## src/rtl/dm_rx_packet_writer.sv

```systemverilog
// Receive-side packet writer: decodes [base][length][payload...] words from the
// photonic receiver and streams the payload into data_memory at consecutive addresses.
module dm_rx_packet_writer #(
    parameter int DATA_WIDTH = 8,
    parameter int ADDR_WIDTH = 8
) (
    input  logic                  clk,
    input  logic                  reset_n,
    input  logic                  rx_valid,
    input  logic [DATA_WIDTH-1:0] rx_data,
    output logic                  rx_ready,
    input  logic                  core_hold,
    output logic                  memory_write_enable,
    output logic [ADDR_WIDTH-1:0] address_rw,
    output logic [DATA_WIDTH-1:0] data_in,
    output logic                  busy,
    output logic                  pkt_done,
    output logic                  pkt_wrapped,
    output logic [7:0]            pkt_count
);

    typedef enum logic [1:0] {
        S_ADDR,
        S_LEN,
        S_DATA
    } state_t;

    localparam logic [ADDR_WIDTH-1:0] ADDR_ONE = ADDR_WIDTH'(1);
    localparam logic [DATA_WIDTH-1:0] DATA_ONE = DATA_WIDTH'(1);

    state_t                  state_q, state_d;
    logic [ADDR_WIDTH-1:0]   wr_ptr_q, wr_ptr_d;
    logic [DATA_WIDTH-1:0]   remaining_q, remaining_d;
    logic                    wrap_q, wrap_d;
    logic                    done_d, wrapped_d;
    logic                    accept;

    assign rx_ready   = !core_hold;
    assign accept     = rx_valid && rx_ready;
    assign address_rw = wr_ptr_q;
    assign data_in    = rx_data;
    assign busy       = (state_q != S_ADDR);

    always_ff @(posedge clk or negedge reset_n) begin
        if (!reset_n) begin
            state_q <= S_ADDR;
        end else begin
            state_q <= state_d;
        end
    end

    always_comb begin
        state_d             = state_q;
        wr_ptr_d            = wr_ptr_q;
        remaining_d         = remaining_q;
        wrap_d              = wrap_q;
        done_d              = 1'b0;
        wrapped_d           = 1'b0;
        memory_write_enable = 1'b0;
        case (state_q)
            S_ADDR: begin
                if (accept) begin
                    wr_ptr_d = rx_data[ADDR_WIDTH-1:0];
                    wrap_d   = 1'b0;
                    state_d  = S_LEN;
                end
            end
            S_LEN: begin
                if (accept) begin
                    if (rx_data == '0) begin
                        state_d   = S_ADDR;
                        done_d    = 1'b1;
                        wrapped_d = wrap_q;
                    end else begin
                        remaining_d = rx_data;
                        state_d     = S_DATA;
                    end
                end
            end
            S_DATA: begin
                memory_write_enable = accept;
                if (accept) begin
                    wr_ptr_d    = wr_ptr_q + ADDR_ONE;
                    remaining_d = remaining_q - DATA_ONE;
                    if (wr_ptr_q == '1) begin
                        wrap_d = 1'b1;
                    end
                    // A wrap caused by the final word must still be reported with this packet.
                    if (remaining_q == DATA_ONE) begin
                        state_d   = S_ADDR;
                        done_d    = 1'b1;
                        wrapped_d = wrap_d;
                    end
                end
            end
            default: begin
                state_d = S_ADDR;
            end
        endcase
    end

    always_ff @(posedge clk or negedge reset_n) begin
        if (!reset_n) begin
            wr_ptr_q    <= '0;
            remaining_q <= '0;
            wrap_q      <= 1'b0;
            pkt_done    <= 1'b0;
            pkt_wrapped <= 1'b0;
            pkt_count   <= '0;
        end else begin
            wr_ptr_q    <= wr_ptr_d;
            remaining_q <= remaining_d;
            wrap_q      <= wrap_d;
            pkt_done    <= done_d;
            pkt_wrapped <= wrapped_d;
            if (done_d) begin
                pkt_count <= pkt_count + 8'd1;
            end
        end
    end

endmodule

```

## config.mk

```make
export PLATFORM = sky130hd
export DESIGN_NAME = dm_rx_packet_writer
export DESIGN_NICKNAME = d
export VERILOG_FILES = /design/src/rtl/dm_rx_packet_writer.sv
export SDC_FILE = /design/constraint.sdc
export NUM_CORES = 1
export LEC_CHECK = 0
export ABC_AREA = 1
export BUFFER_PORTS_ARGS = -buffer_cell sky130_fd_sc_hd__buf_2
export CORE_ASPECT_RATIO = 0.7
export CORE_UTILIZATION = 50
export CTS_BUF_LIST = sky130_fd_sc_hd__clkbuf_4 sky130_fd_sc_hd__clkbuf_8 sky130_fd_sc_hd__clkbuf_16
export DETAILED_ROUTE_END_ITERATION = 16
export PLACE_DENSITY = 0.74
export SYNTH_ARGS = -nofsm -noshare
export SYNTH_HDL_FRONTEND = slang
export SYNTH_SLANG_ARGS = --single-unit
```

## constraint.sdc

```tcl
create_clock -name clk -period 3 [get_ports clk]
set_clock_uncertainty 0.05 [all_clocks]
set_input_delay 0.15 -clock clk [delete_from_list [all_inputs] [get_ports clk]]
set_output_delay 0.15 -clock clk [all_outputs]
set_load 0.02 [all_outputs]
```

==> results of run 1 <==
==> worst register-to-register path: stages (launching register included) <==
cell and delay, ns:
dfrtp_1 0.37, inv_1 0.07, ha_1 0.19, buf_4 0.19, inv_2 0.35, nand2_2 0.11
nand2_2 0.14, inv_2 0.11, o21ai_1 0.12, nand2_1 0.07, o21ai_1 0.07, inv_1 0.05
==> Yosys cell counts (3+ instances only) <==
| master | instances |
|---|---|
| dfrtp_1 | 29 |
| inv_2 | 4 |
| a21oi_1 | 8 |
| buf_4 | 8 |
| ha_1 | 7 |
| o21ai_1 | 11 |
| o21ai_0 | 5 |
| buf_6 | 4 |
| nand3_1 | 14 |
| nand4_1 | 12 |
| nor2_2 | 5 |
| xor2_1 | 3 |
| nand2_1 | 79 |
| nor2_4 | 3 |
| o21ai_2 | 3 |
| inv_1 | 32 |
| nand2_2 | 5 |
| nor2_1 | 29 |
==> power breakdown <==
part	switching [mW]	total [mW]	internal, mW	leakage [nW]
sequential	0.146	0.679	0.533	0.367
combinational	0.769	1.16	0.387	0.811
clock	0.151	0.358	0.207	0.0542
==> area by class of cell <==
class,count,area [µm²],share of cell area [%]
Multi-Input combinational cell,197,1020,45.0
Sequential cell,29,726,32.0
Timing Repair Buffer,42,218,9.60
Inverter,37,139,6.13
Clock buffer,7,96.3,4.25
Tap cell,50,62.6,2.76
Clock inverter,1,5.00,0.221
==> state kept, by name (all words and copies together), names as in the netlist <==
register / flops
pkt_done: 1
address_rw: 8
state_q: 2
pkt_wrapped: 1
remaining_q: 8
pkt_count: 8
wrap_q: 1
==> stage by stage <==
| stage | util (%) | power [mW] | std cells |
|---|---|---|---|
| after floorplan | - | 1.59 | 276 |
| after global routing | 61.8 | 2.38 | 363 |
| after CTS | 61.8 | 2.20 | 363 |
| final | 61.8 | 2.19 | 363 |
| after detailed placement | 58.7 | 1.83 | 354 |
| after global placement | 58.7 | 1.81 | 354 |
==> placed cells by master, fill, tap and decap left out, types with 8 or more instances in the layout <==
cell / instances
inv_1: 32
a21oi_1: 8
nand2_1: 79
buf_2: 40
nand4_1: 12
nand3_1: 14
o21ai_1: 11
dfrtp_1: 29
nor2_1: 29
==> path summary, 6_finish.rpt <==
check                                       start                         to  slack (ns)  cells after the start
max in group asynchronous                 reset_n   pkt_count[6]$_DFFE_PN0P_        2.08                      2
max                        state_q[0]$_DFFE_PN0P_  address_rw[3]$_DFFE_PN0P_        1.00                     11
max reg2reg                state_q[0]$_DFFE_PN0P_  address_rw[3]$_DFFE_PN0P_        1.00                     11
min in group asynchronous                 reset_n  address_rw[5]$_DFFE_PN0P_        0.39                      2
min reg2reg                state_q[0]$_DFFE_PN0P_     state_q[0]$_DFFE_PN0P_        0.48                      2
min                                    rx_data[2]  address_rw[2]$_DFFE_PN0P_        0.14                      3
==> per-layer routing <==
layer  wire length [µm]  vias up  global-route usage (%)
li1                   -      942                       -
met1               2280      813                    31.5
met2               1730       52                    30.7
met3                254        8                    4.50
met4                 58        0                    7.55
met5                  0        -                       0
==> logic make-up after synthesis <==
logic type,Yosys count,synth area share [%]
and+or+nand+nor,152,34.9
buffers and inverters,50,12.5
AOI/OAI and AO/OA,35,10.6
DFF,29,36.4
adders and majority gates,7,4.39
xor gates and xnor gates,3,1.32
==> repair_timing <==
action,4_1_cts,5_1_grt
resized for setup,0,0
hold endpoints to repair,29,0
endpoints found under the setup margin,0,0
hold buffers,1,0
==> results by group, run 1 <==
Timing
  • Worst-Margin Slew: 0.674 ns
  • Final number of hold-violating endpoints: 0
  • Fmax: 500 MHz
  • Final period utilization: 66.6%
  • RSZ-0062 raised after global routing: false
  • WHS: 0.144 ns
  • Final min period: 2.00 ns
  • Final TNS setup: 0 ns
  • Final WS setup: 1.00 ns
  • Setup violators final: 0
  • Rel. slew slack: 55.1%
  • Final Max Tran Viols: 0

Yosys
  • Syn Nets: 295
  • Post-synth top area share: 36.4%
  • Synth warn: 0
  • Mapped Avg Cell Area: 7.23 µm²
  • Count of cell types in the netlist: 30
  • Number of enable flip-flop cells after synthesis: 0
  • Synthesized instance count: 276
  • Mapped cell area: 0.00200 mm²
  • Area leader, netlist: dfrtp_1
  • Sequential area share after synthesis: 36.4%
  • Asr flop ratio synth: 100%
  • Dominant synthesized flop cell: dfrtp_1
  • Seq cells post-synth: 29
  • Most area-consuming cells after synthesis: dfrtp_1, nand2_1, inv_1

Clocking
  • Clk sinks: 29
  • Clock Tree Buf Depth: 2
  • Clk slew on worst S/H paths: 0.06 ns
  • Root Buffer: clkbuf_8
  • H-tree depth: 2
  • CTS tree: done
  • CTS buffer count: 5
  • Worst-Skew Late Latency: 0.28 ns
  • Number of post-CTS setup repair buffers: 0

Setup path
  • Required time of the critical path: 3.13 ns
  • Crit-path cells: inv_1 > ha_1 > buf_4 > inv_2 > nand2_2 > nand2_2 > inv_2 > o21ai_1 > nand2_1 > o21ai_1 > inv_1
  • CP peak stage delay: 0.37 ns
  • CP max stage cell: dfrtp_1
  • Crit path max-delay family: buffers and inverters
  • Critical path type: flop to flop
  • Endpoint class of the critical path: flop
  • Setup crit start kind: flop
  • Critical Path Fanout Max: 22
  • CP arrival: 2.13 ns
  • CP bufs+invs: 5

Global route
  • Largest net degree at the start of global routing: 30
  • Overflow after GRT: 0
  • First-pass GRT wire length: 6.73 mm
  • Initial antenna violation count: 0
  • Gr usage total: 21.4%
  • Number of global-route vias before repair: 1440

Placement
  • Post-DP HPWL: 3.26 mm
  • Placer Congestion: 0.818
  • Worst slack, placed: 1.03 ns
  • Post-Place Cell Area: 0.00216 mm²
  • Number of port buffers: 40

Routing
  • Routed WL: 4.32 mm
  • Initial DRC count: 102
  • Drt wl/cell: 11.9 µm
  • Vias: 1815
  • DRC: 0
  • Via density: 5.00
  • Final antenna-violating net count: 0
  • First-pass DRT Iterations: 4

Outcome
  • Outcome: finished, final reports clean

Floorplanning
  • Die W: 77.5 µm
  • Die ar.: 0.00425 mm²
  • I/O pin total: 41
  • Initial core utilization: 54.4%
  • Num rows: 18
  • DIE HEIGHT: 54.9 µm
  • CORE AREA: 0.00367 mm²

Cells and area
  • Layout cells sized above 1: 23.6%
  • Post-layout nets: 331
  • Final instance area: 0.00227 mm²
  • Filler Cell Count: 330
  • Area delta synth->final: 13.6%
  • Antenna fix cells: 0

Power and ir drop
  • VDD IR-drop max: 0.602 mV
  • Static Leak: 1.23 nW
  • Pwr/cell area: 967 mW/mm²

Job
  • Max_cap viols: 0

Worst hold path
  • Hold Crit Class: input pin to flop
No activity file was read; power rests on OpenSTA's default activity.
==> run 2, diff against run 1 <==
- ABC_AREA: 1 -> 0
- PLACE_DENSITY: 0.74 -> 0.75
- clock period: 3 -> 1.9 ns (I/O delays scaled with it)
==> results by group, run 2 <==
Timing
  • Rel. slew slack: 57.1% (+2.0 points)
  • Final TNS setup: 0 ns (unchanged)
  • Final min period: 1.85 ns (-0.151 ns)
  • Final period utilization: 97.3% (+31 points)
  • Final number of hold-violating endpoints: 0 (unchanged)
  • Setup violators final: 0 (unchanged)
  • Worst-Margin Slew: 0.643 ns (-0.0304 ns)
  • Final Max Tran Viols: 0 (unchanged)
  • Fmax: 541 MHz (+8.1%)
  • RSZ-0062 raised after global routing: true

Cells and area
  • Final Util: 67.2% (+5.5 points)
  • Leading cell type in the layout, fill and taps excluded: buf_2
  • Antenna fix cells: 0 (unchanged)
  • Layout cells sized above 1: 31.3% (+7.7 points)
  • Area delta synth->final: 21.9%
  • Final instance area: 0.00222 mm² (-2.2%)
  • Commonest non-fill, non-tap cells in the layout: buf_2, dfrtp_1, nand2_1
  • Post-layout nets: 251 (-24%)

Floorplanning
  • Num rows: 17 (-1)
  • CORE AREA: 0.00330 mm² (-10%)
  • DIE HEIGHT: 52.5 µm (-4.4%)
  • Die ar.: 0.00389 mm² (-8.6%)
  • Die W: 74.1 µm (-4.4%)
  • I/O pin total: 41 (unchanged)
  • Initial core utilization: 55.2% (+0.82 points)

Yosys
  • Post-synth top cells: dfrtp_1, nand2_1, a21oi_1, o21ai_0
  • Mapped cell area: 0.00182 mm² (-8.8%)
  • Synth Area in Adders: 4.81% (+0.43 points)
  • Syn Nets: 205 (-31%)
  • Synthesized instance count: 186 (-33%)
  • Number of enable flip-flop cells after synthesis: 0 (unchanged)
  • Seq cells post-synth: 29 (unchanged)
  • Post-synth top area share: 39.9% (+3.5 points)
  • Mapped Avg Cell Area: 9.78 µm² (+35%)
  • Area leader, netlist: dfrtp_1
  • Largest family of logic cells by synthesized area: simple AND/OR/NAND/NOR gates
  • Synth warn: 0 (unchanged)
  • Sequential area share after synthesis: 39.9% (+3.5 points)
  • Count leader, synth: dfrtp_1
  • Synth Area in Compound Gates: 20.9% (+10 points)
  • XOR/XNOR Fraction of Synth Area: 3.37% (+2.1 points)
  • Mux share of post-synthesis cell area: 2.82% (+2.8 points)
  • Dominant synthesized flop cell: dfrtp_1
  • Post-synthesis simple-gate area fraction: 21.9% (-13 points)
  • Most area-consuming cells after synthesis: dfrtp_1, ha_1, nand2_1
  • Asr flop ratio synth: 100% (unchanged)
  • Count of cell types in the netlist: 45 (+50%)

Clocking
  • CTS tree: done
  • Clk sinks: 29 (unchanged)
  • Clock Tree Buf Depth: 2 (unchanged)
  • H-tree depth: 2 (unchanged)
  • CTS buffer count: 5 (unchanged)
  • Number of post-CTS setup repair buffers: 0 (unchanged)
  • Clk slew on worst S/H paths: 0.07 ns (about the same)
  • Worst-Skew Late Latency: 0.28 ns (about the same)
  • Root Buffer: clkbuf_8

Routing
  • Vias: 1640 (-9.6%)
  • DRC: 0 (unchanged)
  • First-pass DRT Iterations: 4 (unchanged)
  • Initial DRC count: 151 (+48%)
  • Via density: 5.86 (+17%)
  • Routed WL: 4.62 mm (+6.8%)
  • Drt wl/cell: 16.5 µm (+38%)
  • Final antenna-violating net count: 0 (unchanged)

Global route
  • Gr usage total: 25.4% (+4.0 points)
  • Number of global-route vias before repair: 1460 (+1.4%)
  • Initial antenna violation count: 0 (unchanged)
  • First-pass GRT wire length: 7.12 mm (+5.8%)
  • Overflow after GRT: 0 (unchanged)
  • Largest net degree at the start of global routing: 30 (unchanged)

Setup path
  • R2R Path Start: state_q[1]$_DFFE_PN0P_
  • Worst R2R Setup Slack: 0.05 ns (-0.95 ns)
  • CP arrival: 1.95 ns (-0.18 ns)
  • Setup crit start kind: flop
  • Endpoint class of the critical path: flop
  • Worst r2r path cells: 6 (-5)
  • Critical path type: flop to flop
  • FF-to-FF End: remaining_q[4]$_DFFE_PN0P_
  • Critical Path Fanout Max: 6 (-73%)
  • Required time of the critical path: 2.01 ns (-1.12 ns)

Power and ir drop
  • Static Leak: 1.01 nW (-18%)
  • VDD IR-drop max: 0.930 mV (+55%)
  • Overall power: 2.92 mW (+33%)
  • Pwr/cell area: 1320 mW/mm² (+36%)

Placement
  • Placer Congestion: 0.912 (+12%)
  • Post-DP HPWL: 3.24 mm (-0.76%)
  • Post-Place Cell Area: 0.00208 mm² (-3.4%)
  • Number of port buffers: 40 (unchanged)

Worst hold path
  • HP Start: rx_data[7]
  • Hold path cells: 3 (unchanged)
  • Hold Path Sink: remaining_q[7]$_DFFE_PN0P_
  • Hold Crit Class: input pin to flop

Job
  • Max_cap viols: 0 (unchanged)

Outcome
  • Outcome: finished, final reports clean
run 2: changes by cell type in the layout (fill, tap and decap cells not counted), moves of 5 or more:
cell,before,now
nor2_1,29,7
nand4_1,12,3
o21ai_1,11,2
nand2_2,5,0
buf_4,1,11
nor2_2,5,0
inv_1,32,7
o21ai_0,5,12
nand2_1,79,17
nand3_1,14,8
run 2: where the power goes:
| group | internal (mW) | total [mW] | switching (mW) |
|---|---|---|---|
| combinational | 0.556 | 1.35 | 0.792 |
| clock | 0.252 | 0.492 | 0.241 |
| sequential | 0.815 | 1.08 | 0.264 |
run 2: final cells by class:
cell class                 count  area [µm²]
timing repair buffer          53         304
multi-input combinational    135        1010
tap                           47        58.8
fill                         252        1080
sequential                    29         726
clock buffer                   5        68.8
clock inverter                 3        17.5
inverter                       8        30.0
run 2: cells by family after synthesis:
logic type,after synthesis
xor+xnor,7
mux,5
simple gates,61
buf+inv,22
compound gates,55
fa+ha+maj,7
flops,29
run 2: worst max-delay path, cell delays in order (launching register included):
cell	delay, ns
dfrtp_1	0.39
inv_1	0.10
ha_1	0.26
nor4bb_2	0.37
o21ai_1	0.24
o32ai_1	0.23
nor3_1	0.08
run 2: repair_timing:
item,4_1_cts,5_1_grt
endpoints found under the hold margin,29,0
hold buffers,1,0
resized for setup,3,3
setup endpoints to repair,2,3
run 2: worst max-delay path by stage:
stage                                from                         end  slack (ns)  cells after the start
2_1_floorplan  remaining_q[1]$_DFFE_PN0P_    pkt_count[1]$_DFFE_PN0P_        0.09                      6
3_3_place_gp       state_q[0]$_DFFE_PN0P_    pkt_count[7]$_DFFE_PN0P_        0.11                      6
3_5_place_dp       state_q[0]$_DFFE_PN0P_  remaining_q[4]$_DFFE_PN0P_       -0.02                      6
4_1_cts            state_q[0]$_DFFE_PN0P_   address_rw[7]$_DFFE_PN0P_         0.1                      7
5_1_grt            state_q[1]$_DFFE_PN0P_  remaining_q[4]$_DFFE_PN0P_       -0.03                      6
6_report           state_q[1]$_DFFE_PN0P_  remaining_q[4]$_DFFE_PN0P_        0.05                      6
run 2: per-stage QoR:
step	worst slack (ns)	hold WS [ns]	std cells
after global placement	0.113	0.101	271
after CTS	0.0950	0.0655	280
after floorplan	0.0939	-0.251	186
final	0.0512	0.0762	280
after global routing	-0.0294	0.0944	280
after detailed placement	-0.0152	0.111	271
run 2: per-layer routing:
metal	global-route usage [%]	vias to the layer above	routed length [µm]
met4	8.65	0	74
met1	35.4	783	2170
li1	-	785	-
met3	5.19	11	271
met5	0	-	0
met2	39.2	61	2100
==> run 3, diff against run 2 <==
- CELL_PAD_IN_SITES_DETAIL_PLACEMENT: not set -> 1
- CELL_PAD_IN_SITES_GLOBAL_PLACEMENT: not set -> 1
- CORE_UTILIZATION: 50 -> 41
- PLACE_DENSITY: 0.75 -> not set
- PLACE_DENSITY_LB_ADDON: not set -> 0.1
==> results by group, run 3 (synthesis gave the netlist of run 2 again) <==
Outcome
  • Outcome: finished, final reports clean

Routing
  • Drt wl/cell: 18.8 µm (+14%)
  • Via density: 5.96 (+1.8%)
  • Vias: 1700 (+3.7%)
  • First-pass DRT Iterations: 4 (unchanged)
  • DRC: 0 (unchanged)
  • Routed WL: 5.37 mm (+16%)
  • Final antenna-violating net count: 0 (unchanged)
  • Initial DRC count: 93 (-38%)

Clocking
  • CTS buffer count: 5 (unchanged)
  • Clock Tree Buf Depth: 2 (unchanged)
  • Clk slew on worst S/H paths: 0.07 ns (about the same)
  • Worst-Skew Late Latency: 0.29 ns (about the same)
  • Root Buffer: clkbuf_8
  • H-tree depth: 2 (unchanged)
  • Number of post-CTS setup repair buffers: 0 (unchanged)
  • CTS tree: done
  • Clk sinks: 29 (unchanged)

Setup path
  • Critical path origin: remaining_q[1]$_DFFE_PN0P_
  • Setup crit start kind: flop
  • Required time of the critical path: 2.03 ns (+0.02 ns)
  • Critical path type: flop to flop
  • CP arrival: 1.93 ns (-0.02 ns)
  • R2R Path Start: remaining_q[1]$_DFFE_PN0P_
  • Worst r2r path cells: 7 (+1)
  • Endpoint class of the critical path: flop
  • CP max stage cell: dfrtp_1
  • Crit-path cells: inv_1 > ha_1 > nor3b_2 > buf_4 > nand3_4 > a21oi_4 > mux2_2
  • Critical Path Fanout Max: 7 (+1)
  • CP peak stage delay: 0.38 ns (about the same)

Floorplanning
  • Die W: 81.6 µm (+10%)
  • DIE HEIGHT: 57.7 µm (+10%)
  • Num rows: 19 (+2)
  • Initial core utilization: 44.5% (-11 points)
  • I/O pin total: 41 (unchanged)
  • CORE AREA: 0.00409 mm² (+24%)
  • Die ar.: 0.00471 mm² (+21%)

Worst hold path
  • Hold path cells: 3 (unchanged)
  • HP Start: rx_data[7]
  • Hold Crit Class: input pin to flop

Cells and area
  • Final Util: 54.4% (-13 points)
  • Antenna fix cells: 0 (unchanged)
  • Area delta synth->final: 22.2%
  • Filler Cell Count: 485 (+92%)
  • Commonest non-fill, non-tap cells in the layout: buf_2, dfrtp_1, nand2_1
  • Final instance area: 0.00222 mm² (+0.28%)
  • Layout cells sized above 1: 31.8% (+0.43 points)
  • Register area: 726 µm² (unchanged)
  • Multi-input combinational cell area: 997 µm² (-1.5%)
  • Leading cell type in the layout, fill and taps excluded: buf_2
  • Post-layout nets: 251 (unchanged)

Placement
  • Number of port buffers: 40 (unchanged)
  • Post-Place Cell Area: 0.00209 mm² (+0.30%)
  • Placer Congestion: 0.817 (-10%)
  • Worst slack, placed: 0.0122 ns (+0.0274 ns)
  • Post-DP HPWL: 3.91 mm (+21%)

Global route
  • Overflow after GRT: 0 (unchanged)
  • Number of global-route vias before repair: 1692 (+16%)
  • Largest net degree at the start of global routing: 33 (+10%)
  • Initial antenna violation count: 0 (unchanged)
  • Gr usage total: 25.6% (+0.15 points)
  • First-pass GRT wire length: 8.83 mm (+24%)

Timing
  • Final WS setup: 0.0943 ns (+0.0431 ns)
  • Final min period: 1.81 ns (-0.0431 ns)
  • Rel. slew slack: 53.6% (-3.5 points)
  • RSZ-0062 raised after global routing: true
  • Setup violators final: 0 (unchanged)
  • Final period utilization: 95.0% (-2.3 points)
  • Fmax: 554 MHz (+2.4%)
  • Final Max Tran Viols: 0 (unchanged)
  • Worst-Margin Slew: 0.696 ns (+0.0523 ns)
  • Final number of hold-violating endpoints: 0 (unchanged)

Power and ir drop
  • Overall power: 3.07 mW (+5.2%)
  • Pwr/cell area: 1380 mW/mm² (+4.9%)
  • VDD IR-drop max: 0.730 mV (-22%)
  • Static Leak: 1.03 nW (+1.1%)

Job
  • Max_cap viols: 0 (unchanged)
[run 3: path summary, 6_finish.rpt]
check | endpoint | slack (ns)
setup / recovery | pkt_count[1]$_DFFE_PN0P_ | 0.09
hold / removal | remaining_q[7]$_DFFE_PN0P_ | 0.08
setup reg to reg | pkt_count[1]$_DFFE_PN0P_ | 0.09
hold reg to reg | pkt_count[7]$_DFFE_PN0P_ | 0.43
max in group asynchronous | address_rw[4]$_DFFE_PN0P_ | 1.02
min in group asynchronous | state_q[1]$_DFFE_PN0P_ | 0.33
[run 3: cell type report]
class / instances / share of cell area, %
inverter: 8 / 1.35
multi-input combinational: 135 / 44.9
timing repair buffer: 53 / 13.7
sequential: 29 / 32.6
clock buffer: 7 / 4.33
clock inverter: 1 / 0.225
tap: 52 / 2.93
[run 3: per-stage QoR]
step                      TNS [ns]  hold WS [ns]  cells
after floorplan                  0        -0.251    186
after global placement           0         0.119    276
after detailed placement         0         0.134    276
after CTS                        0        0.0656    285
after global routing      -0.00460        0.0962    285
final                            0        0.0808    285
[run 3: repair_timing]
action / in CTS / in global routing
hold buffers: 1 / 0
pin swaps: 0 / 1
resized for setup: 1 / 5
hold endpoints to repair: 29 / 0
endpoints found under the setup margin: 2 / 21
[run 3: routing by layer]
metal  vias to the layer above  GRT usage (%)  part of all wire [%]
li1                        779              -                     -
met1                       876           36.0                    49
met4                         0           8.52                   1.3
met5                         -              0                     0
met3                         6           5.04                   3.6
met2                        39           39.5                    46
[run 3: worst max-delay path: cells and delay by family, from the launching register on]
family	cells	cell delay (ns)
buffers and inverters	2	0.26
and+or+nand+nor	2	0.30
muxes	1	0.34
DFF	1	0.38
adders and majority gates	1	0.16
AOI/OAI and AO/OA	1	0.19
[run 3: where the power goes]
part | internal [mW] | switching (mW) | leakage [nW] | total, mW
registers | 0.814 | 0.271 | 0.366 | 1.08
logic | 0.558 | 0.842 | 0.605 | 1.40
clock network | 0.327 | 0.256 | 0.0542 | 0.583
